### src/rtl/pi_switch_if.sv
// Packet buses, routing selects and profiling controls of one pi-switch node.
// Handshake: a bus carries a packet every cycle with its valid bit at p_sz-1; there is no ready, so every word is accepted.
interface pi_switch_if #(
  parameter int p_sz = 49
);
  logic [p_sz-1:0] l_bus_i;
  logic [p_sz-1:0] r_bus_i;
  logic [p_sz-1:0] ul_bus_i;
  logic [p_sz-1:0] ur_bus_i;
  logic [p_sz-1:0] l_bus_o;
  logic [p_sz-1:0] r_bus_o;
  logic [p_sz-1:0] ul_bus_o;
  logic [p_sz-1:0] ur_bus_o;
  logic [1:0]      sel_l;
  logic [1:0]      sel_r;
  logic [1:0]      sel_ul;
  logic [1:0]      sel_ur;
  logic            defl_clr;
  logic [15:0]     defl_cnt;
  logic            toggle;

  modport master (
    output l_bus_i, r_bus_i, ul_bus_i, ur_bus_i, defl_clr,
    input  l_bus_o, r_bus_o, ul_bus_o, ur_bus_o,
    input  sel_l, sel_r, sel_ul, sel_ur, defl_cnt, toggle
  );

  modport slave (
    input  l_bus_i, r_bus_i, ul_bus_i, ur_bus_i, defl_clr,
    output l_bus_o, r_bus_o, ul_bus_o, ur_bus_o,
    output sel_l, sel_r, sel_ul, sel_ur, defl_cnt, toggle
  );
endinterface

### src/rtl/pi_switch_ctrl.sv
// Two-stage pi-switch node: registered inputs, bufferless deflection arbitration onto four
// registered output links, up-port toggle and saturating deflection counter.
module pi_switch_ctrl #(
  parameter int p_sz    = 49,
  parameter int addr_sz = 3,
  parameter int level   = 1,
  parameter int pos     = 0
) (
  input logic        clk,
  input logic        reset_n,
  pi_switch_if.slave sw
);
  localparam logic [1:0] D_VOID  = 2'b00;
  localparam logic [1:0] D_LEFT  = 2'b01;
  localparam logic [1:0] D_RIGHT = 2'b10;
  localparam logic [1:0] D_UP    = 2'b11;
  // Slot and input indices share one numbering: L, R, U1/UL, U2/UR.
  localparam logic [1:0] S_L  = 2'd0;
  localparam logic [1:0] S_R  = 2'd1;
  localparam logic [1:0] S_U1 = 2'd2;
  localparam logic [1:0] S_U2 = 2'd3;
  localparam logic [addr_sz-1:0] pos_w = addr_sz'(pos);

  logic [3:0][p_sz-1:0] in_q;
  logic [3:0][1:0]      dir;
  logic [3:0][1:0]      tgt;
  logic [3:0][1:0]      src;
  logic [3:0][1:0]      sel_s;
  logic [3:0][p_sz-1:0] slot_pkt;
  logic [3:0]           used;
  logic                 up_busy;
  logic [2:0]           defl_n;
  logic [16:0]          cnt_sum;

  logic [p_sz-1:0] l_q, r_q, ul_q, ur_q;
  logic [1:0]      sel_l_q, sel_r_q, sel_ul_q, sel_ur_q;
  logic            toggle_q;
  logic [15:0]     cnt_q;

  function automatic logic [1:0] route(input logic [p_sz-1:0] pkt);
    logic [addr_sz-1:0] addr;
    addr = pkt[p_sz-2 -: addr_sz];
    if (!pkt[p_sz-1])                route = D_VOID;
    else if ((addr >> level) != pos_w) route = D_UP;
    else if (addr[level-1])          route = D_RIGHT;
    else                             route = D_LEFT;
  endfunction

  // First free slot in preference order o0..o3; a free slot always exists when called.
  function automatic logic [1:0] pick(input logic [3:0] busy, input logic [1:0] o0, o1, o2, o3);
    pick = o3;
    if (!busy[o2]) pick = o2;
    if (!busy[o1]) pick = o1;
    if (!busy[o0]) pick = o0;
  endfunction

  always_comb begin
    for (int i = 0; i < 4; i++) dir[i] = route(in_q[i]);
  end

  always_comb begin
    used = '0;
    tgt  = '0;
    if (dir[S_L]  == D_LEFT)  begin tgt[S_L]  = S_L;  used[S_L]  = 1'b1; end
    if (dir[S_R]  == D_RIGHT) begin tgt[S_R]  = S_R;  used[S_R]  = 1'b1; end
    if (dir[S_U1] == D_UP)    begin tgt[S_U1] = S_U1; used[S_U1] = 1'b1; end
    if (dir[S_U2] == D_UP)    begin tgt[S_U2] = S_U2; used[S_U2] = 1'b1; end

    // Downlinks: a lost contention sends the up packet back on its own up slot.
    if (dir[S_U1] == D_LEFT && dir[S_U2] == D_LEFT && !used[S_L]) begin
      tgt[S_U1] = S_L; tgt[S_U2] = S_U1; used[S_L] = 1'b1; used[S_U1] = 1'b1;
    end else if (used[S_L]) begin
      if (dir[S_U1] == D_LEFT) begin tgt[S_U1] = S_U1; used[S_U1] = 1'b1; end
      if (dir[S_U2] == D_LEFT) begin tgt[S_U2] = S_U2; used[S_U2] = 1'b1; end
    end else if (dir[S_U1] == D_LEFT) begin tgt[S_U1] = S_L; used[S_L] = 1'b1; end
    else if (dir[S_U2] == D_LEFT)     begin tgt[S_U2] = S_L; used[S_L] = 1'b1; end

    if (dir[S_U1] == D_RIGHT && dir[S_U2] == D_RIGHT && !used[S_R]) begin
      tgt[S_U1] = S_R; tgt[S_U2] = S_U1; used[S_R] = 1'b1; used[S_U1] = 1'b1;
    end else if (used[S_R]) begin
      if (dir[S_U1] == D_RIGHT) begin tgt[S_U1] = S_U1; used[S_U1] = 1'b1; end
      if (dir[S_U2] == D_RIGHT) begin tgt[S_U2] = S_U2; used[S_U2] = 1'b1; end
    end else if (dir[S_U1] == D_RIGHT) begin tgt[S_U1] = S_R; used[S_R] = 1'b1; end
    else if (dir[S_U2] == D_RIGHT)     begin tgt[S_U2] = S_R; used[S_R] = 1'b1; end

    if (dir[S_L] == D_RIGHT) begin tgt[S_L] = pick(used, S_R, S_L, S_U1, S_U2); used[tgt[S_L]] = 1'b1; end
    if (dir[S_R] == D_LEFT)  begin tgt[S_R] = pick(used, S_L, S_R, S_U1, S_U2); used[tgt[S_R]] = 1'b1; end
    if (dir[S_L] == D_UP)    begin tgt[S_L] = pick(used, S_U1, S_U2, S_L, S_R); used[tgt[S_L]] = 1'b1; end
    if (dir[S_R] == D_UP)    begin tgt[S_R] = pick(used, S_U1, S_U2, S_R, S_L); used[tgt[S_R]] = 1'b1; end

    up_busy = used[S_U1] | used[S_U2];

    for (int i = 0; i < 4; i++) begin
      if (dir[i] == D_VOID) begin
        tgt[i] = pick(used, S_L, S_R, S_U1, S_U2);
        used[tgt[i]] = 1'b1;
      end
    end

    defl_n = '0;
    for (int i = 0; i < 4; i++) begin
      if (dir[i] != D_VOID &&
          !((dir[i] == D_LEFT && tgt[i] == S_L) || (dir[i] == D_RIGHT && tgt[i] == S_R) ||
            (dir[i] == D_UP && tgt[i][1])))
        defl_n = defl_n + 3'd1;
    end

    src = '0;
    for (int i = 0; i < 4; i++) src[tgt[i]] = 2'(i);
    for (int s = 0; s < 4; s++) begin
      slot_pkt[s] = (dir[src[s]] == D_VOID) ? '0 : in_q[src[s]];
      sel_s[s]    = src[s] + 2'd1;
    end

    cnt_sum = {1'b0, cnt_q} + {14'd0, defl_n};
  end

  always_ff @(posedge clk or negedge reset_n) begin
    if (!reset_n) begin
      in_q     <= '0;
      l_q      <= '0;
      r_q      <= '0;
      ul_q     <= '0;
      ur_q     <= '0;
      sel_l_q  <= 2'b01;
      sel_r_q  <= 2'b10;
      sel_ul_q <= 2'b11;
      sel_ur_q <= 2'b00;
      toggle_q <= 1'b1;
      cnt_q    <= '0;
    end else begin
      in_q     <= {sw.ur_bus_i, sw.ul_bus_i, sw.r_bus_i, sw.l_bus_i};
      l_q      <= slot_pkt[S_L];
      r_q      <= slot_pkt[S_R];
      ul_q     <= toggle_q ? slot_pkt[S_U1] : slot_pkt[S_U2];
      ur_q     <= toggle_q ? slot_pkt[S_U2] : slot_pkt[S_U1];
      sel_l_q  <= sel_s[S_L];
      sel_r_q  <= sel_s[S_R];
      sel_ul_q <= toggle_q ? sel_s[S_U1] : sel_s[S_U2];
      sel_ur_q <= toggle_q ? sel_s[S_U2] : sel_s[S_U1];
      if (up_busy) toggle_q <= ~toggle_q;
      if (sw.defl_clr)     cnt_q <= '0;
      else if (cnt_sum[16]) cnt_q <= 16'hffff;
      else                 cnt_q <= cnt_sum[15:0];
    end
  end

  assign sw.l_bus_o  = l_q;
  assign sw.r_bus_o  = r_q;
  assign sw.ul_bus_o = ul_q;
  assign sw.ur_bus_o = ur_q;
  assign sw.sel_l    = sel_l_q;
  assign sw.sel_r    = sel_r_q;
  assign sw.sel_ul   = sel_ul_q;
  assign sw.sel_ur   = sel_ur_q;
  assign sw.defl_cnt = cnt_q;
  assign sw.toggle   = toggle_q;
endmodule

### src/flat_wrapper.sv
// flat-port wrapper written by rule: the top's interface ports become plain ports
module pi_switch_ctrl_flat 
#(
  parameter int p_sz    = 49,
  parameter int addr_sz = 3,
  parameter int level   = 1,
  parameter int pos     = 0
)
  (clk, reset_n, sw_l_bus_i, sw_r_bus_i, sw_ul_bus_i, sw_ur_bus_i, sw_defl_clr, sw_l_bus_o, sw_r_bus_o, sw_ul_bus_o, sw_ur_bus_o, sw_sel_l, sw_sel_r, sw_sel_ul, sw_sel_ur, sw_defl_cnt, sw_toggle);
  pi_switch_if #(.p_sz(p_sz)) sw_i ();
  input logic clk;
  input logic reset_n;
  input wire logic [$bits(sw_i.l_bus_i)-1:0] sw_l_bus_i;
  input wire logic [$bits(sw_i.r_bus_i)-1:0] sw_r_bus_i;
  input wire logic [$bits(sw_i.ul_bus_i)-1:0] sw_ul_bus_i;
  input wire logic [$bits(sw_i.ur_bus_i)-1:0] sw_ur_bus_i;
  input wire logic [$bits(sw_i.defl_clr)-1:0] sw_defl_clr;
  output wire logic [$bits(sw_i.l_bus_o)-1:0] sw_l_bus_o;
  output wire logic [$bits(sw_i.r_bus_o)-1:0] sw_r_bus_o;
  output wire logic [$bits(sw_i.ul_bus_o)-1:0] sw_ul_bus_o;
  output wire logic [$bits(sw_i.ur_bus_o)-1:0] sw_ur_bus_o;
  output wire logic [$bits(sw_i.sel_l)-1:0] sw_sel_l;
  output wire logic [$bits(sw_i.sel_r)-1:0] sw_sel_r;
  output wire logic [$bits(sw_i.sel_ul)-1:0] sw_sel_ul;
  output wire logic [$bits(sw_i.sel_ur)-1:0] sw_sel_ur;
  output wire logic [$bits(sw_i.defl_cnt)-1:0] sw_defl_cnt;
  output wire logic [$bits(sw_i.toggle)-1:0] sw_toggle;
  assign sw_i.l_bus_i = sw_l_bus_i;
  assign sw_i.r_bus_i = sw_r_bus_i;
  assign sw_i.ul_bus_i = sw_ul_bus_i;
  assign sw_i.ur_bus_i = sw_ur_bus_i;
  assign sw_i.defl_clr = sw_defl_clr;
  assign sw_l_bus_o = sw_i.l_bus_o;
  assign sw_r_bus_o = sw_i.r_bus_o;
  assign sw_ul_bus_o = sw_i.ul_bus_o;
  assign sw_ur_bus_o = sw_i.ur_bus_o;
  assign sw_sel_l = sw_i.sel_l;
  assign sw_sel_r = sw_i.sel_r;
  assign sw_sel_ul = sw_i.sel_ul;
  assign sw_sel_ur = sw_i.sel_ur;
  assign sw_defl_cnt = sw_i.defl_cnt;
  assign sw_toggle = sw_i.toggle;
  pi_switch_ctrl #(.p_sz(p_sz), .addr_sz(addr_sz), .level(level), .pos(pos)) u_core (.clk(clk), .reset_n(reset_n), .sw(sw_i));
endmodule
### config.mk
export PLATFORM = sky130hd
export DESIGN_NAME = pi_switch_ctrl_flat
export DESIGN_NICKNAME = d
export VERILOG_FILES = /design/src/rtl/pi_switch_if.sv /design/src/rtl/pi_switch_ctrl.sv /design/src/flat_wrapper.sv
export SDC_FILE = /design/constraint.sdc
export NUM_CORES = 1
export LEC_CHECK = 0
export CAP_MARGIN = 20
export CORE_MARGIN = 1.5
export CORE_UTILIZATION = 55
export CTS_CLUSTER_SIZE = 10
export DETAILED_ROUTE_END_ITERATION = 7
export PLACE_DENSITY = 0.86
export SLEW_MARGIN = 40
export SYNTH_ARGS = -nofsm -noshare
export SYNTH_HDL_FRONTEND = slang
export SYNTH_SLANG_ARGS = --single-unit
### constraint.sdc
create_clock -name clk -period 14.6 [get_ports clk]
set_input_delay 2.92 -clock clk [delete_from_list [all_inputs] [get_ports clk]]
set_output_delay 2.92 -clock clk [all_outputs]
set_load 0.05 [all_outputs]
# ---- Word-level counts from Yosys, hierarchy flattened
# Index checks and enable logic that the tools add are counted.
dict set report totals {
  regBits 417
  latchBits 0
  ramBits 0
  mem_bits_ro 0
  input_bits 199
  output_inout_bits 221
  word_cells 284
  mem_count 0
}
dict set report op_classes {
  n_addsub 8
  n_mul 0
  div_mod_pow 0
  n_lt_le_gt_ge 24
  n_eq_ne 16
  shift 0
  n_mux 146
  bitwise_logic 12
  n_reduce_logical 64
}
# cell count
set ops {}
lappend ops {{two-way mux 49 bit} 10}
lappend ops {{binary-select mux 49 bit (select 2 bit)} 4}
lappend ops {{two-way mux 2 bit} 67}
lappend ops {{< comparator 2 x 3 -> 1 bit, second input constant} 14}
lappend ops {{two-way mux 1 bit} 35}
lappend ops {{two-way mux 16 bit} 2}
lappend ops {{two-way mux 4 bit} 8}
lappend ops {{logical AND 1 bit} 30}
lappend ops {{zero test 2 bit} 12}
lappend ops {{greater-or-equal comparator 2 x 1 -> 1 bit, second input constant} 10}
lappend ops {{two-way mux 3 bit} 6}
lappend ops {{adder 16 x 3 -> 17 bit} 1}
lappend ops {{binary-select mux 2 bit (select 2 bit)} 4}
lappend ops {{equality test 2 x 1 -> 1 bit, second input constant} 8}
lappend ops {{equality test 2 bit, second input constant} 8}
lappend ops {{bitwise OR 4 bit} 4}
lappend ops {{demux 1 bit (select 2 bit)} 7}
lappend ops {{demux 2 bit (select 2 bit)} 3}
lappend ops {{nonzero test 3 bit} 4}
lappend ops {{bitwise OR 3 bit} 3}
lappend ops {{adder 2 x 1 -> 2 bit, second input constant} 4}
lappend ops {{logical OR 1 bit} 8}
lappend ops {{bitwise OR 8 bit} 1}
lappend ops {{nonzero test 2 bit} 4}
lappend ops {{7 further kinds} 13}

# ---- Depth between registers and ports, before layout
# Gate-level depths: netlist (run 1).
dict set report logic_depth {
  ltp_word 95
  depth_mapped 28
  depth_no_buf 25
}

# ---- Least setup slack after synthesis (run 1)
# Ideal clock, no wire load.
dict set report synth_timing {
  path_kind {flip-flop to flip-flop}
  from {reg u_core.in_q[192] in the netlist's numbering}
  to {reg u_core.cnt_q[10] (netlist: u_core.sw.defl_cnt[10])}
  setup_time_ns 0.078
  t_arrival_ns 5.715
  required_ns 14.522
  slack_ns 8.807
  path_stages_with_launch 25
  n_path_buf 3
  period_less_slack_ns 5.793
  cell_sequence {dfrtp_1 -> clkbuf_1 -> and4bb_2 -> o31ai_1 -> a211oi_4 -> or4_1 -> buf_2 -> or2_1 -> a21oi_1 -> o21ai_0 -> xnor2_1 -> or3_1 -> and3_1 -> ha_1 -> xnor2_1 -> ha_1 -> mux2_2 -> inv_1 -> fa_1 -> nor2b_1 -> o21ai_0 -> or2_2 -> or3_1 -> clkbuf_1 -> a21oi_1}
}
dict set report synth_via {
  elab_chain_len 94
  word_cells_on_any_way 176
  classes_between {add/sub: 4; order compare: 14; eq/ne: 7; mux: 99; bitwise: 7; reduce/logical: 45}
}
# item line_no
set synth_rtl {}
lappend synth_rtl {{start, declared} pi_switch_ctrl.sv:24} ;# logic [3:0][p_sz-1:0] in_q;
lappend synth_rtl {{start signal, assigned} pi_switch_ctrl.sv:132} ;# in_q <= {sw.ur_bus_i, sw.ul_bus_i, sw.r_bus_i, sw.l_bus_i};
lappend synth_rtl {{two-way mux 2 bit (*)} pi_switch_ctrl.sv:45} ;# else if (addr[level-1]) route = D_RIGHT;
lappend synth_rtl {{two-way mux 2 bit (*)} pi_switch_ctrl.sv:44} ;# else if ((addr >> level) != pos_w) route = D_UP;
lappend synth_rtl {{two-way mux 2 bit (*)} pi_switch_ctrl.sv:43} ;# if (!pkt[p_sz-1]) route = D_VOID;
lappend synth_rtl {{equality test 2 x 1 -> 1 bit} n/a}
lappend synth_rtl {{logical AND 1 bit (2 in a row)} pi_switch_ctrl.sv:70} ;# if (dir[S_U1] == D_LEFT && dir[S_U2] == D_LEFT && !used[S_L]) begin
lappend synth_rtl {{two-way mux 1 bit} pi_switch_ctrl.sv:70}
lappend synth_rtl {{two-way mux 1 bit} pi_switch_ctrl.sv:81} ;# if (dir[S_U1] == D_RIGHT) begin tgt[S_U1] = S_U1; used[S_U1] = 1'b1; end
lappend synth_rtl {{two-way mux 2 bit} pi_switch_ctrl.sv:80} ;# end else if (used[S_R]) begin
lappend synth_rtl {{[76 not listed]} n/a}
lappend synth_rtl {{logical AND 1 bit} pi_switch_ctrl.sv:103} ;# !((dir[i] == D_LEFT && tgt[i] == S_L) || (dir[i] == D_RIGHT && tgt[i] == S_R) ||
lappend synth_rtl {{logical OR 1 bit (2 in a row)} pi_switch_ctrl.sv:103}
lappend synth_rtl {{zero test 1 bit} pi_switch_ctrl.sv:103}
lappend synth_rtl {{logical AND 1 bit} pi_switch_ctrl.sv:102} ;# if (dir[i] != D_VOID &&
lappend synth_rtl {{two-way mux 3 bit (*)} pi_switch_ctrl.sv:102}
lappend synth_rtl {{adder 16 x 3 -> 17 bit (*)} pi_switch_ctrl.sv:115} ;# cnt_sum = {1'b0, cnt_q} + {14'd0, defl_n};
lappend synth_rtl {{two-way mux 16 bit (*)} pi_switch_ctrl.sv:143} ;# else if (cnt_sum[16]) cnt_q <= 16'hffff;
lappend synth_rtl {{two-way mux 16 bit (*)} pi_switch_ctrl.sv:142} ;# if (sw.defl_clr) cnt_q <= '0;
lappend synth_rtl {{end signal, assigned} pi_switch_ctrl.sv:144} ;# else cnt_q <= cnt_sum[15:0];
lappend synth_rtl {{end, declared} pi_switch_ctrl.sv:38} ;# logic [15:0] cnt_q;
# Every way passes the cells marked *; elsewhere a longest branch is shown, timed or not. The select of a mux whose other input is x is not followed.
# A chain may end at the register's enable or synchronous reset.

# ---- Worst setup path after layout (run 1)
dict set report layout_timing {
  from {reg u_core.in_q[48] in the netlist's numbering}
  to {reg u_core.cnt_q[6] (netlist: u_core.sw.defl_cnt[6])}
}
dict set report layout_via {
  elab_chain_len 93
  word_cells_on_any_way 162
  classes_between {add/sub: 4; order compare: 14; eq/ne: 7; mux: 87; bitwise: 7; reduce/logical: 43}
}
# item line_no
set layout_rtl {}
lappend layout_rtl {{two-way mux 2 bit (*)} pi_switch_ctrl.sv:43}
lappend layout_rtl {{equality test 2 x 1 -> 1 bit} {pi_switch_ctrl.sv:64, pi_switch_ctrl.sv:103}}
lappend layout_rtl {{two-way mux 1 bit} pi_switch_ctrl.sv:64} ;# if (dir[S_L] == D_LEFT) begin tgt[S_L] = S_L; used[S_L] = 1'b1; end
lappend layout_rtl {{zero test 1 bit} pi_switch_ctrl.sv:70}
lappend layout_rtl {{logical AND 1 bit} pi_switch_ctrl.sv:70}
lappend layout_rtl {{two-way mux 1 bit} pi_switch_ctrl.sv:70}
lappend layout_rtl {{two-way mux 1 bit} pi_switch_ctrl.sv:81}
lappend layout_rtl {{two-way mux 2 bit} pi_switch_ctrl.sv:80}
lappend layout_rtl {{[76 not listed]} n/a}
lappend layout_rtl {{logical AND 1 bit} pi_switch_ctrl.sv:103}
lappend layout_rtl {{logical OR 1 bit (2 in a row)} pi_switch_ctrl.sv:103}
lappend layout_rtl {{zero test 1 bit} pi_switch_ctrl.sv:103}
lappend layout_rtl {{logical AND 1 bit} pi_switch_ctrl.sv:102}
lappend layout_rtl {{two-way mux 3 bit (*)} pi_switch_ctrl.sv:102}
lappend layout_rtl {{adder 16 x 3 -> 17 bit (*)} pi_switch_ctrl.sv:115}
lappend layout_rtl {{two-way mux 16 bit (*)} pi_switch_ctrl.sv:143}
lappend layout_rtl {{two-way mux 16 bit (*)} pi_switch_ctrl.sv:142}
# Marked as above.

==> results of run 1 <==
power by group:
| part | switching, uW | internal, uW |
|---|---|---|
| clock | 458 | 616 |
| sequential | 110 | 1360 |
| combinational | 1240 | 577 |
kinds of logic after synthesis:
logic type,after synthesis,share of synthesized area
compound gates,552,0.241
flops,417,0.551
simple gates,284,0.0766
buf+inv,165,0.0398
mux,144,0.0792
xor+xnor,15,0.00694
fa+ha+maj,7,0.00502
critical path, stage by stage (launching register included):
cell and delay [ps]:
dfrtp_1 580, or4b_1 640, a31o_1 310, nor2_4 100, buf_4 650, o221ai_1 330
a311oi_1 710, o21ai_0 250, xnor2_1 170, or3_1 370, and3_1 200, ha_1 300
xnor2_1 170, ha_1 280, mux2_2 160, inv_1 50, fa_1 430, nor2b_1 130
o21ai_0 180, or2_2 400, or3_1 580, a21oi_1 240
per-stage QoR:
| stage | power [uW] | hold slack, ps | util | setup WS [ps] | instances |
|---|---|---|---|---|---|
| after floorplan | 2580 | 540 | - | 8810 | 1584 |
| after detailed placement | 3250 | 558 | 0.695 | 7440 | 2335 |
| after CTS | 4330 | 572 | 0.735 | 7370 | 2404 |
| after global placement | 3220 | 558 | 0.692 | 7630 | 2330 |
| final | 4360 | 580 | 0.738 | 7240 | 2412 |
| after global routing | 4480 | 602 | 0.737 | 7000 | 2410 |
synth_stat cells (4+ instances only):
cell type and count:
dfrtp_1 412, nand2_1 124, mux2i_1 97, o221ai_1 94
clkbuf_1 83, o21ai_0 79, o22ai_1 65, a221oi_1 55
a221o_1 48, nand2b_1 48, buf_2 47, a221oi_2 41
o21ai_1 40, mux2_2 39, a21oi_1 34, nor2_1 32
o22ai_2 27, nand3_1 17, inv_1 15, and2_1 9
nor3_1 9, xor2_1 9, mux2_1 8, buf_6 7
buf_4 6, ha_1 6, o211ai_1 6, xnor2_1 6
a21o_1 5, buf_1 5, dfstp_2 5, nand4_1 5
or3_1 5, a31oi_1 4, nor2b_1 4, o2bb2ai_1 4
or2_1 4, or4b_1 4
cell type report:
class,instances,area (um^2)
sequential,417,10400
fill,2174,8840
multi-input combinational,1002,7850
timing repair buffer,455,4590
clock buffer,64,1260
tap,448,561
clock inverter,5,82.6
inverter,16,60.1
antenna,5,12.5
sequential cells by signal, summed over array words and instances (netlist names):
name                flops
u_core.sw.sel_ur        2
u_core.sw.toggle        1
u_core.sw.l_bus_o      49
u_core.sw.ur_bus_o     49
u_core.sw.sel_l         2
u_core.sw.sel_ul        2
u_core.sw.sel_r         2
u_core.sw.ul_bus_o     49
u_core.sw.defl_cnt     16
u_core.sw.r_bus_o      49
u_core.in_q           196
final timing paths:
check	startpoint	end	slack, ps
worst max-delay path	u_core.in_q[48]	u_core.sw.defl_cnt[6]	7240
worst min-delay path	u_core.in_q[152]	u_core.sw.r_bus_o[5]	580
worst max register to register	u_core.in_q[48]	u_core.sw.defl_cnt[6]	7240
worst min register to register	u_core.in_q[152]	u_core.sw.r_bus_o[5]	580
max in group asynchronous	reset_n	u_core.in_q[0]	10570
min in group asynchronous	reset_n	u_core.in_q[30]	2240
per-layer routing:
| layer | routed length (um) | GRT usage |
|---|---|---|
| met1 | 24500 | 0.484 |
| met2 | 31900 | 0.597 |
| met4 | 4420 | 0.248 |
| met5 | 27 | 0 |
| met3 | 9730 | 0.136 |
==> metrics.txt, run 1 <==
first-pass GRT wire length=106,000 um; CP Max Fanout=54; WL/cell=between 20 and 30 um; clock latency at the later pin of the worst-skew pair=roughly 580 ps; initial antenna violation count=7; CTS resizes=0; drt initial violations=2,148; IO Port Bufs=419; placed cell area=23,400 um^2; max frequency=approximately 0.14 GHz; # setup viols final=0; CTS sink cnt=around 420; commonest non-fill, non-tap cell in the layout=clkdlybuf4s50_1; Setup CP Type=reg2reg; CP required=15,080 ps; Initial DRT Pass Iterations=6; final instance area=24,900 um^2; CTS tree=done; cell depth of the worst hold path=2; CTS Buffer Depth=3; Rel. slew slack=0.435; commonest non-fill, non-tap cells in the layout=clkdlybuf4s50_1 (418), dfrtp_1 (412), nand2_1 (121), mux2i_1 (97), o221ai_1 (94); CTS Hold Bufs=0; synthesized instance count=1,584; Avg Vias per Cell=7.11; Cell Rows=67; I/O pins=420; H-tree Lvls=2; fin nets=around 2,100; Worst Tran Pin Value=847 ps; largest net degree at the start of global routing=174; GRT Overall Usage=0.394; sequential area share after synthesis=0.551; TritonCTS buffer count=48; fin crit share=0.504; clock skew=30.1 ps; TNS Setup=0 ps; Die X=between 150 and 200 um; Synth Warn #=0; gr ovfl total=0; Final ANT Viol Nets=0; crit path time final=7360 ps; status=complete, no violations; Final Hold Fails=0; # DRC=0; syn_nets=between 1,500 and 2,000; top cells by area, synth=dfrtp_1 (54%), mux2i_1 (5.1%), o221ai_1 (4.3%), a221oi_2 (3.2%), a221oi_1 (2.5%); register bit total from synthesis=417; area grow syn2layout=31.2%; r2r worst-path depth=21; die area=35,600 um^2; Pins Over Slew Limit=0; Routability Congestion=0.964; core area=33,700 um^2; leakage=0.0104 uW; Setup Buffers After CTS=0; top_reg_cell synth=dfrtp_1; startpoint types=register; Reg clk slew, reported paths=60 ps; vias in the first global route=17,800; area share of the largest cell type after synthesis=0.544; leading area contributor after synthesis=dfrtp_1; synthesized area=18,900 um^2; Max Cap Viol=0; Setup crit end kind=register; worst vdd ir=0.000144 V; CTS root buf=clkbuf_16; vias=17,100; WP data arrival=7840 ps; initial core utilization=0.562; Synth cell types=90; WL final=70,600 um; average cell area after synthesis=12.0 um^2; RSZ-0062 raised after global routing=no; HP Class=reg2reg; number of flops mapped to enable cells by yosys=0; FFs w/ async S/R, synth=1.00; layout cells sized above 1=0.126; dpl hpwl=43,300 um; Die Y=189 um; PwrDens=roughly 180 nW/um^2
No activity file was read; power rests on OpenSTA's default activity.
==> inputs of run 2 (changes only) <==
- CORE_UTILIZATION: 55 -> 51
- PLACE_DENSITY: 0.86 -> 0.81
- clock period: 14.6 -> 7.6 ns (I/O delays scaled with it)
==> metrics.txt, run 2 (same netlist as run 1, synthesis figures left out) <==
Rel. slew slack=0.418 (was 0.435); max frequency=0.147 GHz (was 0.136 GHz); Worst Tran Pin Value=869 ps (was 847 ps); H-tree Lvls=2 (unchanged); # DRC=0 (unchanged); initial core utilization=0.517 (was 0.562); Avg Vias per Cell=6.92 (was 7.11); Final WS setup=783 ps (was 7240 ps); worst vdd ir=0.000243 V (was 0.000144 V); Final Util=0.681 (was 0.738); startpoint types=register (unchanged); GR Util met3=0.0918 (was 0.136); vias in the first global route=17,300 (was 17,800); fin nets=2,148 (was 2,146); leakage=0.0104 uW (about the same); Int Power=4940 uW (was 2550 uW); DP Worst Slack=924 ps (was 7440 ps); Final ANT Viol Nets=0 (unchanged); TNS Setup=0 ps (unchanged); CTS root buf=clkbuf_16 (unchanged); layout cells sized above 1=0.125 (was 0.126); Setup CP Type=reg2reg (unchanged); Reg clk slew, reported paths=50 ps (was 60 ps); initial antenna violation count=2 (was 7); clock skew=18.1 ps (was 30.1 ps); drt initial violations=1,891 (was 2,148); first-pass GRT wire length=106,000 um (about the same); commonest non-fill, non-tap cell in the layout=clkdlybuf4s50_1 (unchanged); placed cells=2,358 (was 2,335); area grow syn2layout=31.6% (was 31.2%); Net Sw Power=3480 uW (was 1810 uW); Setup Buffers After CTS=0 (unchanged); clock latency at the later pin of the worst-skew pair=590 ps (was 580 ps); CP Max Fanout=15 (was 54); crit path time final=6820 ps (was 7360 ps); max FFs per register=196 (unchanged); Final Hold Fails=0 (unchanged); Logic pwr share=0.415 (was 0.417); I/O pins=420 (unchanged); fin crit share=0.897 (was 0.504); Routability Congestion=0.883 (was 0.964); Die Y=196 um (was 189 um); IO Port Bufs=419 (unchanged); WP data arrival=7310 ps (was 7840 ps); fin cells=2,435 (was 2,412); Max Cap Viol=0 (unchanged); Cell Rows=70 (was 67); GRT Overall Usage=0.367 (was 0.394); met2 Usage GRT=0.558 (was 0.597); vias=16,800 (was 17,100); Power Total=8410 uW (was 4360 uW); dpl hpwl=43,900 um (was 43,300 um); busiest grt layer=met2 (unchanged); CTS tree=done (unchanged); CTS sink cnt=417 (unchanged); clock power share=0.249 (was 0.246); gr ovfl total=0 (unchanged); core area=36,600 um^2 (was 33,700 um^2); HP Class=reg2reg (unchanged); status=complete, no violations (unchanged); met1 Use GR=0.482 (was 0.484); Sw Share=0.413 (was 0.415); commonest non-fill, non-tap cells in the layout=clkdlybuf4s50_1 (418), dfrtp_1 (412), nand2_1 (121), mux2i_1 (97), o221ai_1 (94) (unchanged); # setup viols final=0 (unchanged); largest net degree at the start of global routing=174 (unchanged); CTS Hold Bufs=0 (unchanged); RSZ-0062 raised after global routing=no (unchanged); PwrDens=338 nW/um^2 (was 176 nW/um^2); Die X=196 um (was 189 um); die area=38,300 um^2 (was 35,600 um^2); WL final=71,200 um (was 70,600 um); WL/cell=29.2 um (was 29.3 um); TritonCTS buffer count=48 (unchanged); CP required=8100 ps (was 15,080 ps); CTS resizes=0 (unchanged); Pins Over Slew Limit=0 (unchanged); Setup crit end kind=register (unchanged); Initial DRT Pass Iterations=6 (unchanged); Top reg by flops=u_core.in_q (unchanged); fillers=2,631 (was 2,174); CTS Buffer Depth=3 (unchanged); sequential share of power=0.336 (was 0.337)
run 2: worst paths after layout:
kind	from	to	slack, ps	depth (start not counted)
worst max-delay path	u_core.in_q[97]	u_core.sw.defl_cnt[0]	780	19
worst min-delay path	u_core.in_q[176]	u_core.sw.r_bus_o[29]	590	2
worst max register to register	u_core.in_q[97]	u_core.sw.defl_cnt[0]	780	19
worst min register to register	u_core.in_q[176]	u_core.sw.r_bus_o[29]	590	2
max in group asynchronous	reset_n	u_core.sw.r_bus_o[13]	5420	3
min in group asynchronous	reset_n	u_core.in_q[177]	900	1
run 2: through the flow:
stage,hold WS [ps],instance area [um^2]
floorplan,540,18900
global placement,561,23400
detailed placement,567,23500
CTS,579,24900
global route,594,24900
finish,587,24900
run 2: critical path: stages (launching register included):
cell and delay, ps:
dfrtp_1 730, or4b_1 700, a211oi_4 480, o221ai_1 260
a311oi_1 640, o21ai_0 240, xnor2_1 180, or3_1 400
and3_1 210, ha_1 300, xnor2_1 170, ha_1 280
mux2_2 160, inv_1 50, fa_1 420, nor2b_1 120
o21ai_0 200, or2_2 400, or3_1 590, a21oi_1 210
run 2: area by class of cell:
class | instances | area [um^2] | share of cell area
diodes | 2 | 5.00 | 0.000201
inverters | 16 | 61.3 | 0.00246
well taps | 468 | 586 | 0.0235
multi-input cells | 1002 | 7840 | 0.315
flip-flops and latches | 417 | 10400 | 0.419
repair buffers | 457 | 4630 | 0.186
clock buffers | 70 | 1320 | 0.0528
clock inverters | 3 | 47.5 | 0.00191
run 2: metal layers:
layer,part of all wire,up-vias,wire length [um]
li1,-,6829,-
met1,0.38,8290,27300
met2,0.45,1420,31700
met3,0.12,301,8440
met4,0.053,0,3790
met5,0,-,0
run 2: power groups by stage:
| stage | clock network (uW) | registers, uW | logic, uW |
|---|---|---|---|
| floorplan | 0 | 3970 | 986 |
| global placement | 0 | 2850 | 3380 |
| detailed placement | 0 | 2850 | 3420 |
| CTS | 2110 | 2820 | 3440 |
| global route | 2210 | 2860 | 3580 |
| finish | 2090 | 2830 | 3490 |
==> inputs of run 3 (changes only) <==
- CORE_MARGIN: 1.5 -> 2
==> metrics.txt, run 3 (same netlist as run 1, synthesis figures left out) <==
Net Sw Power=3480 uW (about the same); Reg clk slew, reported paths=60 ps (was 50 ps); TNS Setup=0 ps (unchanged); CTS Hold Bufs=0 (unchanged); CTS tree=done (unchanged); biggest cell delay along the critical path=720 ps (was 730 ps); CTS Buffer Depth=3 (unchanged); Top reg by flops=u_core.in_q (unchanged); CP required=8090 ps (was 8100 ps); layout cells sized above 1=0.127 (was 0.125); worst path buffer plus inverter count=1 (unchanged); Pins Over Slew Limit=0 (unchanged); die area=38,700 um^2 (was 38,300 um^2); vias=16,800 (about the same); H-tree Lvls=2 (unchanged); PwrDens=337 nW/um^2 (was 338 nW/um^2); Power Total=8380 uW (was 8410 uW); CTS resizes=0 (unchanged); clock latency at the later pin of the worst-skew pair=580 ps (was 590 ps); commonest non-fill, non-tap cell in the layout=clkdlybuf4s50_1 (unchanged); Slowest-stage cell, CP=or4b_1 (was dfrtp_1); clock skew=14.2 ps (was 18.1 ps); vias in the first global route=17,300 (about the same); WL final=71,800 um (was 71,200 um); Initial DRT Pass Iterations=8 (was 6); Logic pwr share=0.419 (was 0.415); fillers=2,586 (was 2,631); commonest non-fill, non-tap cells in the layout=clkdlybuf4s50_1 (418), dfrtp_1 (412), nand2_1 (121), mux2i_1 (97), o221ai_1 (94) (unchanged); # DRC=0 (unchanged); TritonCTS buffer count=48 (unchanged); Die Y=197 um (was 196 um); GRT Overall Usage=0.365 (was 0.367); max FFs per register=196 (unchanged); status=complete, no violations (unchanged); sequential share of power=0.337 (was 0.336); I/O pins=420 (unchanged); initial antenna violation count=3 (was 2); Setup CP Type=reg2reg (unchanged); Rel. slew slack=0.384 (was 0.418); Max Cap Viol=0 (unchanged); fin crit share=0.939 (was 0.897); worst vdd ir=0.000294 V (was 0.000243 V); register area=10,400 um^2 (unchanged); gr ovfl total=0 (unchanged); max frequency=0.140 GHz (was 0.147 GHz); Avg Vias per Cell=6.92 (about the same); CP Max Fanout=15 (unchanged); WP data arrival=7630 ps (was 7310 ps); final instance area=24,900 um^2 (about the same); Int Power=4910 uW (was 4940 uW); fin nets=2,149 (was 2,148); Sw Share=0.415 (was 0.413); drt initial violations=2,012 (was 1,891); startpoint types=register (unchanged); RSZ-0062 raised after global routing=no (unchanged); area grow syn2layout=31.5% (was 31.6%); HP Class=reg2reg (unchanged); multi-input combinational cell area=7860 um^2 (was 7840 um^2); first-pass GRT wire length=106,000 um (about the same); Setup Buffers After CTS=0 (unchanged); initial core utilization=0.517 (unchanged); largest net degree at the start of global routing=162 (was 174); WL/cell=29.5 um (was 29.2 um); clock power share=0.245 (was 0.249); Worst Tran Pin Value=923 ps (was 869 ps); critical-path cell list=or4b_1 -> nand3_1 -> nand2_1 -> a21oi_1 -> o221ai_1 -> a311oi_1 -> o21ai_0 -> xnor2_1 -> or3_1 -> and3_1 -> ha_1 -> xnor2_1 -> ha_1 -> mux2_2 -> inv_1 -> fa_1 -> nor2b_1 -> o21ai_0 -> or2_2 -> or3_1 -> a21oi_1 (was or4b_1 -> a211oi_4 -> o221ai_1 -> a311oi_1 -> o21ai_0 -> xnor2_1 -> or3_1 -> and3_1 -> ha_1 -> xnor2_1 -> ha_1 -> mux2_2 -> inv_1 -> fa_1 -> nor2b_1 -> o21ai_0 -> or2_2 -> or3_1 -> a21oi_1); CP top delay family=simple AND/OR/NAND/NOR gates (unchanged); Die X=197 um (was 196 um); Final ANT Viol Nets=0 (unchanged); crit path time final=7140 ps (was 6820 ps); placed cell area=23,500 um^2 (about the same); dpl hpwl=44,800 um (was 43,900 um); # setup viols final=0 (unchanged); core area=36,600 um^2 (unchanged); Setup crit end kind=register (unchanged); CTS sink cnt=417 (unchanged); IO Port Bufs=419 (unchanged); leakage=0.0104 uW (about the same); Final Hold Fails=0 (unchanged); Cell Rows=70 (unchanged); CTS root buf=clkbuf_16 (unchanged); Routability Congestion=0.900 (was 0.883)
run 3: per-stage QoR:
stage	worst slack [ps]	std cells	util	hold WS, ps
after floorplan	1810	1584	-	540
after global placement	782	2355	0.639	560
after detailed placement	677	2360	0.642	566
after CTS	617	2429	0.679	574
after global routing	213	2431	0.680	594
final	461	2431	0.680	578
run 3: power by group through the flow:
| stage | Clock [uW] | Sequential (uW) | Combinational, uW |
|---|---|---|---|
| 6_report | 2050 | 2820 | 3510 |
| 5_1_grt | 2160 | 2850 | 3600 |
| 4_1_cts | 2070 | 2820 | 3460 |
| 3_5_place_dp | 0 | 2840 | 3440 |
| 3_3_place_gp | 0 | 2840 | 3390 |
| 2_1_floorplan | 0 | 3970 | 986 |
run 3: metal layers:
layer	vias to the layer above	track usage	routed length [um]
met5	-	0	13
met4	2	0.200	3870
met2	1455	0.566	32600
met1	8209	0.471	26800
met3	348	0.0967	8540
li1	6813	-	-
run 3: area by class of cell:
type / count / share of cell area
Antenna cell: 1 / 0.000100
Clock buffer: 65 / 0.0524
Clock inverter: 4 / 0.00111
Inverter: 16 / 0.00246
Multi-Input combinational cell: 1002 / 0.315
Sequential cell: 417 / 0.419
Tap cell: 468 / 0.0235
Timing Repair Buffer: 458 / 0.186
run 3: tightest hold or removal path: stages (launching register included):
cell and delay, ps:
dfrtp_1 400, nand2_1 80, a221oi_2 50
run 3: worst paths after layout:
path	slack, ps	endpoint	depth (start not counted)	startpoint
max	460	u_core.sw.defl_cnt[0]	21	u_core.in_q[46]
min	580	u_core.sw.r_bus_o[23]	2	u_core.in_q[170]
max reg2reg	460	u_core.sw.defl_cnt[0]	21	u_core.in_q[46]
min reg2reg	580	u_core.sw.r_bus_o[23]	2	u_core.in_q[170]
max in group asynchronous	5260	u_core.sw.sel_l[0]	4	reset_n
min in group asynchronous	890	u_core.sw.l_bus_o[23]	1	reset_n
